===== config.mk =====
export PLATFORM = sky130hd
export DESIGN_NAME = eth_frame_demux_flat
export DESIGN_NICKNAME = d
export VERILOG_FILES = /design/src/rtl/eth_frame_demux_if.sv /design/src/rtl/eth_frame_demux.sv /design/src/flat_wrapper.sv
export SDC_FILE = /design/constraint.sdc
export NUM_CORES = 1
export LEC_CHECK = 0
export CAP_MARGIN = 40
export CORE_ASPECT_RATIO = 0.6
export CORE_MARGIN = 5
export CORE_UTILIZATION = 40
export CTS_CLUSTER_DIAMETER = 150
export DETAILED_ROUTE_END_ITERATION = 16
export PLACE_DENSITY = 0.81
export SLEW_MARGIN = 20
export SYNTH_ARGS = -nofsm -noshare
export SYNTH_HDL_FRONTEND = slang
export SYNTH_SLANG_ARGS = --single-unit

===== constraint.sdc =====
create_clock -name clk -period 1.9 [get_ports clk]
set_input_delay 0.19 -clock clk [delete_from_list [all_inputs] [get_ports clk]]
set_output_delay 0.19 -clock clk [all_outputs]
set_load 0.01 [all_outputs]

===== src/rtl/eth_frame_demux_if.sv =====
// Bundled stream-side and port-side signals of the Ethernet frame demultiplexer.
// select is one bit wider than log2(M_COUNT) when M_COUNT is a power of two, so out-of-range ports can be named.
interface eth_frame_demux_if #(
  parameter int unsigned M_COUNT    = 4,
  parameter int unsigned DATA_WIDTH = 8,
  parameter int unsigned USER_WIDTH = 1
);
  localparam int unsigned SEL_W = $clog2(M_COUNT + 1);

  logic                  enable;
  logic                  drop;
  logic [SEL_W-1:0]      select;

  logic                  s_eth_hdr_valid;
  logic                  s_eth_hdr_ready;
  logic [47:0]           s_eth_dest_mac;
  logic [47:0]           s_eth_src_mac;
  logic [15:0]           s_eth_type;
  logic [DATA_WIDTH-1:0] s_eth_payload_axis_tdata;
  logic                  s_eth_payload_axis_tvalid;
  logic                  s_eth_payload_axis_tready;
  logic                  s_eth_payload_axis_tlast;
  logic [USER_WIDTH-1:0] s_eth_payload_axis_tuser;

  logic [M_COUNT-1:0]    m_eth_hdr_valid;
  logic [M_COUNT-1:0]    m_eth_hdr_ready;
  logic [47:0]           m_eth_dest_mac;
  logic [47:0]           m_eth_src_mac;
  logic [15:0]           m_eth_type;
  logic [DATA_WIDTH-1:0] m_eth_payload_axis_tdata;
  logic [M_COUNT-1:0]    m_eth_payload_axis_tvalid;
  logic [M_COUNT-1:0]    m_eth_payload_axis_tready;
  logic                  m_eth_payload_axis_tlast;
  logic [USER_WIDTH-1:0] m_eth_payload_axis_tuser;

  // Demux side: consumes the input stream, sources the per-port outputs.
  modport slave (
    input  enable, drop, select,
    input  s_eth_hdr_valid, s_eth_dest_mac, s_eth_src_mac, s_eth_type,
    input  s_eth_payload_axis_tdata, s_eth_payload_axis_tvalid,
    input  s_eth_payload_axis_tlast, s_eth_payload_axis_tuser,
    output s_eth_hdr_ready, s_eth_payload_axis_tready,
    output m_eth_hdr_valid, m_eth_dest_mac, m_eth_src_mac, m_eth_type,
    output m_eth_payload_axis_tdata, m_eth_payload_axis_tvalid,
    output m_eth_payload_axis_tlast, m_eth_payload_axis_tuser,
    input  m_eth_hdr_ready, m_eth_payload_axis_tready
  );

  // Environment side: upstream source plus downstream consumers.
  modport master (
    output enable, drop, select,
    output s_eth_hdr_valid, s_eth_dest_mac, s_eth_src_mac, s_eth_type,
    output s_eth_payload_axis_tdata, s_eth_payload_axis_tvalid,
    output s_eth_payload_axis_tlast, s_eth_payload_axis_tuser,
    input  s_eth_hdr_ready, s_eth_payload_axis_tready,
    input  m_eth_hdr_valid, m_eth_dest_mac, m_eth_src_mac, m_eth_type,
    input  m_eth_payload_axis_tdata, m_eth_payload_axis_tvalid,
    input  m_eth_payload_axis_tlast, m_eth_payload_axis_tuser,
    output m_eth_hdr_ready, m_eth_payload_axis_tready
  );
endinterface


===== src/rtl/eth_frame_demux.sv =====
// 1:M_COUNT Ethernet frame demultiplexer: the port is picked at the header handshake and
// held for the whole frame; header and payload each pass through one register stage.
module eth_frame_demux #(
  parameter int unsigned M_COUNT    = 4,
  parameter int unsigned DATA_WIDTH = 8,
  parameter int unsigned USER_WIDTH = 1
) (
  input  logic           clk,
  input  logic           rst_n,
  eth_frame_demux_if.slave bus
);
  localparam int unsigned SEL_W = $clog2(M_COUNT + 1);

  typedef enum logic {IDLE = 1'b0, ACTIVE = 1'b1} state_t;

  state_t                state, state_next;
  logic [SEL_W-1:0]      sel_reg;
  logic                  drop_reg;
  logic [M_COUNT-1:0]    hdr_valid_reg;
  logic [M_COUNT-1:0]    pay_valid_reg;
  logic [47:0]           dest_mac_reg;
  logic [47:0]           src_mac_reg;
  logic [15:0]           type_reg;
  logic [DATA_WIDTH-1:0] tdata_reg;
  logic                  tlast_reg;
  logic [USER_WIDTH-1:0] tuser_reg;

  logic hdr_ready, pay_ready, hdr_fire, pay_fire, stage_ready, hdr_discard;

  // The stage drains to the port it was loaded for, which may differ from sel_reg once a new frame starts.
  assign stage_ready = |(pay_valid_reg & bus.m_eth_payload_axis_tready);
  assign hdr_fire    = bus.s_eth_hdr_valid && hdr_ready;
  assign pay_fire    = bus.s_eth_payload_axis_tvalid && pay_ready;
  assign hdr_discard = bus.drop || (bus.select >= SEL_W'(M_COUNT));

  always_ff @(posedge clk or negedge rst_n) begin
    if (!rst_n) state <= IDLE;
    else        state <= state_next;
  end

  always_comb begin
    state_next = state;
    case (state)
      IDLE:   if (hdr_fire) state_next = ACTIVE;
      ACTIVE: if (pay_fire && bus.s_eth_payload_axis_tlast) state_next = IDLE;
    endcase
  end

  // Handshake readies; the rst_n term keeps the header closed while reset is asserted.
  always_comb begin
    hdr_ready = 1'b0;
    pay_ready = 1'b0;
    case (state)
      IDLE:   hdr_ready = rst_n && bus.enable && (hdr_valid_reg == '0);
      ACTIVE: pay_ready = drop_reg || (pay_valid_reg == '0) || stage_ready;
    endcase
  end

  always_ff @(posedge clk or negedge rst_n) begin
    if (!rst_n) begin
      sel_reg       <= '0;
      drop_reg      <= 1'b0;
      hdr_valid_reg <= '0;
      pay_valid_reg <= '0;
      dest_mac_reg  <= '0;
      src_mac_reg   <= '0;
      type_reg      <= '0;
      tdata_reg     <= '0;
      tlast_reg     <= 1'b0;
      tuser_reg     <= '0;
    end else begin
      hdr_valid_reg <= hdr_valid_reg & ~bus.m_eth_hdr_ready;
      if (hdr_fire) begin
        sel_reg  <= bus.select;
        drop_reg <= hdr_discard;
        if (!hdr_discard) begin
          hdr_valid_reg <= M_COUNT'(1) << bus.select;
          dest_mac_reg  <= bus.s_eth_dest_mac;
          src_mac_reg   <= bus.s_eth_src_mac;
          type_reg      <= bus.s_eth_type;
        end
      end
      if (pay_fire && !drop_reg) begin
        pay_valid_reg <= M_COUNT'(1) << sel_reg;
        tdata_reg     <= bus.s_eth_payload_axis_tdata;
        tlast_reg     <= bus.s_eth_payload_axis_tlast;
        tuser_reg     <= bus.s_eth_payload_axis_tuser;
      end else if (stage_ready) begin
        pay_valid_reg <= '0;
      end
    end
  end

  assign bus.s_eth_hdr_ready           = hdr_ready;
  assign bus.s_eth_payload_axis_tready = pay_ready;
  assign bus.m_eth_hdr_valid           = hdr_valid_reg;
  assign bus.m_eth_dest_mac            = dest_mac_reg;
  assign bus.m_eth_src_mac             = src_mac_reg;
  assign bus.m_eth_type                = type_reg;
  assign bus.m_eth_payload_axis_tvalid = pay_valid_reg;
  assign bus.m_eth_payload_axis_tdata  = tdata_reg;
  assign bus.m_eth_payload_axis_tlast  = tlast_reg;
  assign bus.m_eth_payload_axis_tuser  = tuser_reg;
endmodule

===== src/flat_wrapper.sv =====
// flat-port wrapper written by rule: the top's interface ports become plain ports
module eth_frame_demux_flat 
#(
  parameter int unsigned M_COUNT    = 4,
  parameter int unsigned DATA_WIDTH = 8,
  parameter int unsigned USER_WIDTH = 1
)
  (clk, rst_n, bus_enable, bus_drop, bus_select, bus_s_eth_hdr_valid, bus_s_eth_dest_mac, bus_s_eth_src_mac, bus_s_eth_type, bus_s_eth_payload_axis_tdata, bus_s_eth_payload_axis_tvalid, bus_s_eth_payload_axis_tlast, bus_s_eth_payload_axis_tuser, bus_s_eth_hdr_ready, bus_s_eth_payload_axis_tready, bus_m_eth_hdr_valid, bus_m_eth_dest_mac, bus_m_eth_src_mac, bus_m_eth_type, bus_m_eth_payload_axis_tdata, bus_m_eth_payload_axis_tvalid, bus_m_eth_payload_axis_tlast, bus_m_eth_payload_axis_tuser, bus_m_eth_hdr_ready, bus_m_eth_payload_axis_tready);
  eth_frame_demux_if #(.M_COUNT(M_COUNT), .DATA_WIDTH(DATA_WIDTH), .USER_WIDTH(USER_WIDTH)) bus_i ();
  input  logic clk;
  input  logic rst_n;
  input wire logic [$bits(bus_i.enable)-1:0] bus_enable;
  input wire logic [$bits(bus_i.drop)-1:0] bus_drop;
  input wire logic [$bits(bus_i.select)-1:0] bus_select;
  input wire logic [$bits(bus_i.s_eth_hdr_valid)-1:0] bus_s_eth_hdr_valid;
  input wire logic [$bits(bus_i.s_eth_dest_mac)-1:0] bus_s_eth_dest_mac;
  input wire logic [$bits(bus_i.s_eth_src_mac)-1:0] bus_s_eth_src_mac;
  input wire logic [$bits(bus_i.s_eth_type)-1:0] bus_s_eth_type;
  input wire logic [$bits(bus_i.s_eth_payload_axis_tdata)-1:0] bus_s_eth_payload_axis_tdata;
  input wire logic [$bits(bus_i.s_eth_payload_axis_tvalid)-1:0] bus_s_eth_payload_axis_tvalid;
  input wire logic [$bits(bus_i.s_eth_payload_axis_tlast)-1:0] bus_s_eth_payload_axis_tlast;
  input wire logic [$bits(bus_i.s_eth_payload_axis_tuser)-1:0] bus_s_eth_payload_axis_tuser;
  output wire logic [$bits(bus_i.s_eth_hdr_ready)-1:0] bus_s_eth_hdr_ready;
  output wire logic [$bits(bus_i.s_eth_payload_axis_tready)-1:0] bus_s_eth_payload_axis_tready;
  output wire logic [$bits(bus_i.m_eth_hdr_valid)-1:0] bus_m_eth_hdr_valid;
  output wire logic [$bits(bus_i.m_eth_dest_mac)-1:0] bus_m_eth_dest_mac;
  output wire logic [$bits(bus_i.m_eth_src_mac)-1:0] bus_m_eth_src_mac;
  output wire logic [$bits(bus_i.m_eth_type)-1:0] bus_m_eth_type;
  output wire logic [$bits(bus_i.m_eth_payload_axis_tdata)-1:0] bus_m_eth_payload_axis_tdata;
  output wire logic [$bits(bus_i.m_eth_payload_axis_tvalid)-1:0] bus_m_eth_payload_axis_tvalid;
  output wire logic [$bits(bus_i.m_eth_payload_axis_tlast)-1:0] bus_m_eth_payload_axis_tlast;
  output wire logic [$bits(bus_i.m_eth_payload_axis_tuser)-1:0] bus_m_eth_payload_axis_tuser;
  input wire logic [$bits(bus_i.m_eth_hdr_ready)-1:0] bus_m_eth_hdr_ready;
  input wire logic [$bits(bus_i.m_eth_payload_axis_tready)-1:0] bus_m_eth_payload_axis_tready;
  assign bus_i.enable = bus_enable;
  assign bus_i.drop = bus_drop;
  assign bus_i.select = bus_select;
  assign bus_i.s_eth_hdr_valid = bus_s_eth_hdr_valid;
  assign bus_i.s_eth_dest_mac = bus_s_eth_dest_mac;
  assign bus_i.s_eth_src_mac = bus_s_eth_src_mac;
  assign bus_i.s_eth_type = bus_s_eth_type;
  assign bus_i.s_eth_payload_axis_tdata = bus_s_eth_payload_axis_tdata;
  assign bus_i.s_eth_payload_axis_tvalid = bus_s_eth_payload_axis_tvalid;
  assign bus_i.s_eth_payload_axis_tlast = bus_s_eth_payload_axis_tlast;
  assign bus_i.s_eth_payload_axis_tuser = bus_s_eth_payload_axis_tuser;
  assign bus_s_eth_hdr_ready = bus_i.s_eth_hdr_ready;
  assign bus_s_eth_payload_axis_tready = bus_i.s_eth_payload_axis_tready;
  assign bus_m_eth_hdr_valid = bus_i.m_eth_hdr_valid;
  assign bus_m_eth_dest_mac = bus_i.m_eth_dest_mac;
  assign bus_m_eth_src_mac = bus_i.m_eth_src_mac;
  assign bus_m_eth_type = bus_i.m_eth_type;
  assign bus_m_eth_payload_axis_tdata = bus_i.m_eth_payload_axis_tdata;
  assign bus_m_eth_payload_axis_tvalid = bus_i.m_eth_payload_axis_tvalid;
  assign bus_m_eth_payload_axis_tlast = bus_i.m_eth_payload_axis_tlast;
  assign bus_m_eth_payload_axis_tuser = bus_i.m_eth_payload_axis_tuser;
  assign bus_i.m_eth_hdr_ready = bus_m_eth_hdr_ready;
  assign bus_i.m_eth_payload_axis_tready = bus_m_eth_payload_axis_tready;
  eth_frame_demux #(.M_COUNT(M_COUNT), .DATA_WIDTH(DATA_WIDTH), .USER_WIDTH(USER_WIDTH)) u_core (.clk(clk), .rst_n(rst_n), .bus(bus_i));
endmodule

==> flow_summary.yaml, run 1 <==
status:
  outcome: "finished clean"
synth:
  yosys.area_share.simple_pct: 2.91
  syn_area_sq_um: 5250
  synth_top_family_by_area: "multiplexers"
  synthDistinctLibCells: 30
  syn_inst: 335
  syn-num-nets: 474
  synthMuxAreaShare_pct: 24.7
  synthAdderAreaFrac_pct: 0
  synth_area_per_cell_sq_um: 15.7
  synth_xor_area_share_pct: 0
  synth_seq_cells: 135
  synth-compound-area-share_pct: 4.77
  seq_area_frac_synth_pct: 64.4
  ys_warn_count: 0
power_and_ir_drop:
  pwr-share-clk_pct: 27.8
  p_leak_nw: 3.81
  power_frac_seq_pct: 37.2
  switchingPower_mw: 3.26
  combPwrFrac_pct: 35.0
  power_mw: 11.7
  p_int_mw: 8.44
  switching_share_pct: 27.8
  powerDensity_nw_per_um2: 1330
  peakVddDrop_v: 0.000823
global_routing:
  grtUsageTotal_pct: 19.2
  grt_max_degree: 120
  grt_pass1_wl_mm: 23.4
  antenna_found_initial: 0
  first_global_vias: 4437
  grt-ovfl-total: 0
placement:
  place_inst: 771
  numPortBuffers: 270
  place_congestion: 0.825
  pre_cts_ws_ns: -0.0717
  dpl.hpwl_mm: 11.1
  place_area_sq_um: 8200
critical_path:
  r2r-end: "u_core.bus.m_eth_payload_axis_tlast$_DFFE_PN0P_"
  cpPeakStageDelay_ns: 0.53
  cp_max_fo: 2
  rrSetupSlack_ns: 0.13
  path_cells: "or4_4 -> nand4b_1 -> and2_1 -> buf_2"
  startpoint_type: "register"
  cp_slowest_cell: "or4_4"
  cp-startpoint: "u_core.bus.m_eth_payload_axis_tvalid[3]$_DFFE_PN0P_"
  reg2regPathDepth: 4
  crit_path_end: "bus_s_eth_payload_axis_tready"
  rr_startpoint: "u_core.bus.m_eth_payload_axis_tvalid[3]$_DFFE_PN0P_"
  crit_arrival_ns: 1.69
  critical_path_required_ns: 1.71
  worstSetupPathType: "register to primary output"
  end_kind: "primary output"
layout:
  final_cells: 802
  antenna_cells: 0
  drive_gt1_share_pct: 22.2
  num-nets-final: 761
  area_delta_synth_final_pct: 67.6
  fin_util_pct: 68.4
  fill_cells: 902
  stdcell_area_sq_um: 8790
detailed_routing:
  ant_nets: 0
  firstDrtPassIters: 4
  initialDrtViolationCount: 153
  detail_route.wl_per_cell_um: 18.6
  vias: 3922
  finalWirelength_mm: 14.9
  viasPerCell: 4.89
  route.detailed.drc: 0
min_path:
  hold_class: "primary input to async pin"
flow_run:
  drv_cap: 0
cts:
  root_buffer: "clkbuf_16"
  cts_buffers: 17
  clkSinkCount: 135
  cts.path.max_buffers: 2
  cts_tree: "built"
  clkTransAtPathRegs_ns: 0.06
  h-tree-depth: 4
  clock_latency_ns: 0.40
sta:
  maxSlewHeadroom_pct: 51.8
  drv_slew: 0
  setup_violations: 0
  finalHoldViolations: 0
  hold-worst-slack_ns: 0.208
  rsz0062_at_grt: "yes"
  worst_slew_pin_slew_ns: 0.723
  fmax_mhz: 531
  setup_tns_ns: 0
  skew_ns: 0.00926
  fin_crit_sh_pct: 99.1
  worst_slack_ns: 0.0169
  period_needed_ns: 1.88
floorplan:
  initial_core_util_pct: 40.8
  die_area_sq_um: 15600
  num_io_pins: 271
  die_h_um: 98.7
  die_x_um: 158
  rows: 32
  design.core.area_sq_um: 12900
-- cell usage after synthesis --
cell type	instances	share of area, %
mux2_2	90	19
dfrtp_1	135	64
nor4bb_1	1	0.19
buf_6	3	0.64
a22oi_1	2	0.29
clkbuf_1	4	0.29
nand3_1	1	0.095
mux2_1	25	5.4
o21a_1	1	0.14
a2bb2oi_1	1	0.17
buf_4	1	0.14
o2bb2ai_1	3	0.50
nor4_4	1	0.41
inv_1	16	1.1
buf_2	8	0.76
nand4b_1	1	0.17
and4b_4	1	0.26
nor2_1	2	0.14
and2_0	1	0.12
and4b_1	2	0.38
or4_4	1	0.21
o21ai_0	10	0.95
a21oi_1	2	0.19
clkbuf_8	1	0.26
and2_1	2	0.24
nand3b_1	3	0.43
nand3_2	1	0.19
nand2_1	1	0.071
a32o_1	1	0.19
o32ai_1	14	2.3
-- cell families after synthesis --
logic type      count (synthesis)
mux                           115
compound gates                 34
flops                         135
buf+inv                        33
simple gates                   18
-- critical path, delay by kind of cell, from the launching register on --
kind          cells  cell delay, ns
buf+inv           1            0.13
flops             1            0.38
simple gates      3            0.79
-- per-layer routing --
| layer | routed length (um) | global-route usage [%] | up-vias | part of all wire (%) |
|---|---|---|---|---|
| met3 | 1830 | 8.38 | 16 | 12 |
| li1 | - | - | 1779 | - |
| met2 | 7240 | 31.7 | 196 | 48 |
| met5 | 0 | 0 | - | 0 |
| met4 | 228 | 6.68 | 0 | 1.5 |
| met1 | 5640 | 22.3 | 1931 | 38 |
-- repair_timing --
action,in CTS,in global routing
resized for setup,6,1
buffers inserted,0,1
pin swaps,1,0
hold buffers,1,0
hold endpoints to repair,16,0
setup endpoints to repair,2,2
-- final cells by class --
type,count,area (sq um),share of cell area [%]
clock buffers,17,425,4.84
clock inverters,12,156,1.78
inverters,16,60.1,0.683
multi-input cells,167,1710,19.4
flip-flops and latches,135,3380,38.4
well taps,170,213,2.42
repair buffers,285,2850,32.4
-- worst min-delay path by stage --
stage | cells after the start | start | slack (ns) | endpoint
after floorplan | 0 | rst_n | -0.11 | u_core.bus.m_eth_dest_mac[0]$_DFFE_PN0P_
after global placement | 1 | rst_n | 0.04 | u_core.bus.m_eth_src_mac[27]$_DFFE_PN0P_
after detailed placement | 1 | rst_n | 0.05 | u_core.bus.m_eth_src_mac[24]$_DFFE_PN0P_
after CTS | 2 | rst_n | 0.19 | u_core.bus.m_eth_src_mac[26]$_DFFE_PN0P_
after global routing | 2 | rst_n | 0.21 | u_core.bus.m_eth_payload_axis_tdata[5]$_DFFE_PN0P_
final | 2 | rst_n | 0.21 | u_core.bus.m_eth_src_mac[27]$_DFFE_PN0P_
-- power by group through the flow --
| stage | Sequential, mW | Clock, mW | Combinational [mW] |
|---|---|---|---|
| floorplan | 4.76 | 0 | 1.05 |
| global placement | 4.32 | 0 | 4.05 |
| detailed placement | 4.39 | 0 | 4.12 |
| CTS | 4.36 | 3.33 | 4.15 |
| global route | 4.48 | 3.45 | 4.37 |
| finish | 4.35 | 3.25 | 4.09 |
-- placed cells by master (no fill, tap or decap), types with 2 or more instances in the layout --
cell and instances:
clkdlybuf4s50_1 267, bufinv_16 3, clkinv_2 2, o21ai_0 10, mux2_2 90, clkbuf_16 17, inv_1 16, mux2_1 25
buf_4 11, o32ai_1 14, o2bb2ai_1 3, dfrtp_1 135, nand3b_1 3, clkinv_4 2, buf_12 3, nor2_1 2
and2_1 2, clkinvlp_4 4, a21oi_1 2, and4b_1 2
(Power assumes the default switching activity.)
==> inputs of run 2 (changes only) <==
==> constraint.sdc (replaced) <==
create_clock -name clk -period 1.98 [get_ports clk]
set_input_delay 0.198 -clock clk [delete_from_list [all_inputs] [get_ports clk]]
set_output_delay 0.198 -clock clk [all_outputs]
set_load 0.01 [all_outputs]
==> run 2 against run 1 <==
Net effect:
- global-route usage rose by 0.11 points
- cell count grew 0.25%
- die area stayed put
- cell area is 0.85% higher
- via count decreased by 0.33%
- largest power group unchanged
- utilization up 0.58 points
- count of clock-buffer cells in the layout is 2 higher
==> flow_summary.yaml, run 2 (synthesized netlist as in run 1, its figures left out) <==
critical_path:
  worstSetupPathType: "register to primary output"
  path_cells: "nor4_4 -> and4b_1 -> dlygate4sd2_1"
  startpoint_type: "register"
  cpPeakStageDelay_ns: 0.42
  crit_arrival_ns: 1.69
  critical_path_required_ns: 1.78
  end_kind: "primary output"
  cp_slowest_cell: "dfrtp_1"
  cp_max_fo: 3
detailed_routing:
  detail_route.wl_per_cell_um: 18.6
  vias: 3909
  ant_nets: 0
  route.detailed.drc: 0
  finalWirelength_mm: 14.9
  viasPerCell: 4.86
  firstDrtPassIters: 5
  initialDrtViolationCount: 76
power_and_ir_drop:
  powerDensity_nw_per_um2: 1310
  p_leak_nw: 3.86
  peakVddDrop_v: 0.000761
global_routing:
  grtUsageTotal_pct: 19.3
  grt_pass1_wl_mm: 23.7
  grt_max_degree: 122
  first_global_vias: 4476
  grt-ovfl-total: 0
  antenna_found_initial: 0
sta:
  worst_slew_pin_slew_ns: 0.752
  finalHoldViolations: 0
  fin_crit_sh_pct: 95.3
  worst_slack_ns: 0.0938
  rsz0062_at_grt: "no"
  setup_tns_ns: 0
  period_needed_ns: 1.89
  fmax_mhz: 530
  setup_violations: 0
  skew_ns: 0.00848
  maxSlewHeadroom_pct: 49.9
  drv_slew: 0
placement:
  place_inst: 771
  dpl.hpwl_mm: 11.3
  pre_cts_ws_ns: 0.0326
  numPortBuffers: 270
  place_congestion: 0.851
floorplan:
  initial_core_util_pct: 40.8
  die_x_um: 158
  die_h_um: 98.7
  num_io_pins: 271
  rows: 32
  design.core.area_sq_um: 12900
  die_area_sq_um: 15600
layout:
  final_cells: 804
  mostFrequentLayoutCells: "clkdlybuf4s50_1, dfrtp_1, mux2_2"
  num-nets-final: 761
  antenna_cells: 0
  layout.cells.most_common: "clkdlybuf4s50_1"
  area_delta_synth_final_pct: 69.1
  drive_gt1_share_pct: 22.1
  fill_cells: 857
cts:
  cts_tree: "built"
  clkTransAtPathRegs_ns: 0.06
  cts_buffers: 17
  cts.path.max_buffers: 2
  clock_latency_ns: 0.40
  h-tree-depth: 4
  clkSinkCount: 135
  root_buffer: "clkbuf_16"
status:
  outcome: "finished clean"
flow_run:
  drv_cap: 0
min_path:
  hold_class: "primary input to async pin"
[run 2: cell count changes in the layout (fill, tap and decap cells not counted), sizes merged]
cell / before / now
dlygate4sd2: 0 / 1
clkdlybuf4s15: 1 / 0
clkinv: 4 / 5
clkbuf: 17 / 19
bufinv: 3 / 6
clkinvlp: 4 / 0
[run 2: critical path, delay by kind of cell, from the launching register on]
kind	cells	cell delay [ns]
buf+inv	1	0.30
flops	1	0.42
simple gates	2	0.57
[run 2: power by group]
part,switching [mW],internal (mW)
clock network,1.13,2.36
logic,1.46,2.47
registers,0.513,3.67
total,3.11,8.50
[run 2: routing by layer]
metal | part of all wire (%) | global-route usage [%]
met4 | 2.1 | 6.61
met1 | 38 | 22.4
met3 | 12 | 8.34
met5 | 0 | 0
met2 | 48 | 32.1
[run 2: worst paths after layout]
kind	cells past startpoint	from	slack, ns	end
min in group clk	2	bus_m_eth_hdr_ready[2]	0.37	u_core.bus.m_eth_hdr_valid[2]$_DFF_PN0_
min reg2reg	1	u_core.bus.m_eth_src_mac[5]$_DFFE_PN0P_	0.49	u_core.bus.m_eth_src_mac[5]$_DFFE_PN0P_
max reg2reg	4	u_core.bus.m_eth_payload_axis_tvalid[3]$_DFFE_PN0P_	0.23	u_core.bus.m_eth_payload_axis_tdata[7]$_DFFE_PN0P_
max in group asynchronous	3	rst_n	0.89	u_core.bus.m_eth_type[10]$_DFFE_PN0P_
max	3	u_core.bus.m_eth_hdr_valid[1]$_DFF_PN0_	0.09	bus_s_eth_hdr_ready
min	2	rst_n	0.20	u_core.bus.m_eth_payload_axis_tdata[7]$_DFFE_PN0P_
[run 2: area by class of cell]
type                            count  area [sq um]  share of cell area, %
Clock inverter                     12           225                   2.54
Clock buffer                       19           433                   4.88
Tap cell                          170           213                   2.40
Multi-Input combinational cell    167          1710                   19.3
Inverter                           16          60.1                  0.677
Sequential cell                   135          3380                   38.1
Timing Repair Buffer              285          2850                   32.1
[run 2: repair_timing]
action / in CTS / in global routing
hold endpoints to repair: 14 / 0
setup buffers: 0 / 1
setup endpoints to repair: 2 / 1
resized for setup: 6 / 0
hold buffers: 1 / 0
[run 2: through the flow]
| stage | hold slack [ns] | area [sq um] | power, mW | util [%] |
|---|---|---|---|---|
| floorplan | -0.0976 | 5250 | 5.58 | - |
| global placement | 0.0444 | 8200 | 8.04 | 63.8 |
| detailed placement | 0.0461 | 8200 | 8.18 | 63.8 |
| CTS | 0.187 | 8860 | 11.8 | 69.0 |
| global route | 0.206 | 8870 | 12.2 | 69.0 |
| finish | 0.198 | 8870 | 11.6 | 69.0 |
==> inputs of run 3 (changes only) <==
--- a/config.mk
+++ b/config.mk
@@ -11,6 +11,7 @@
 export CORE_UTILIZATION = 40
 export CTS_CLUSTER_DIAMETER = 150
 export DETAILED_ROUTE_END_ITERATION = 16
+export GPL_ROUTABILITY_DRIVEN = 0
 export PLACE_DENSITY = 0.81
 export SLEW_MARGIN = 20
 export SYNTH_ARGS = -nofsm -noshare
==> results of run 3 <==
The final DEF is identical to that of run 2; final timing and power are the same.
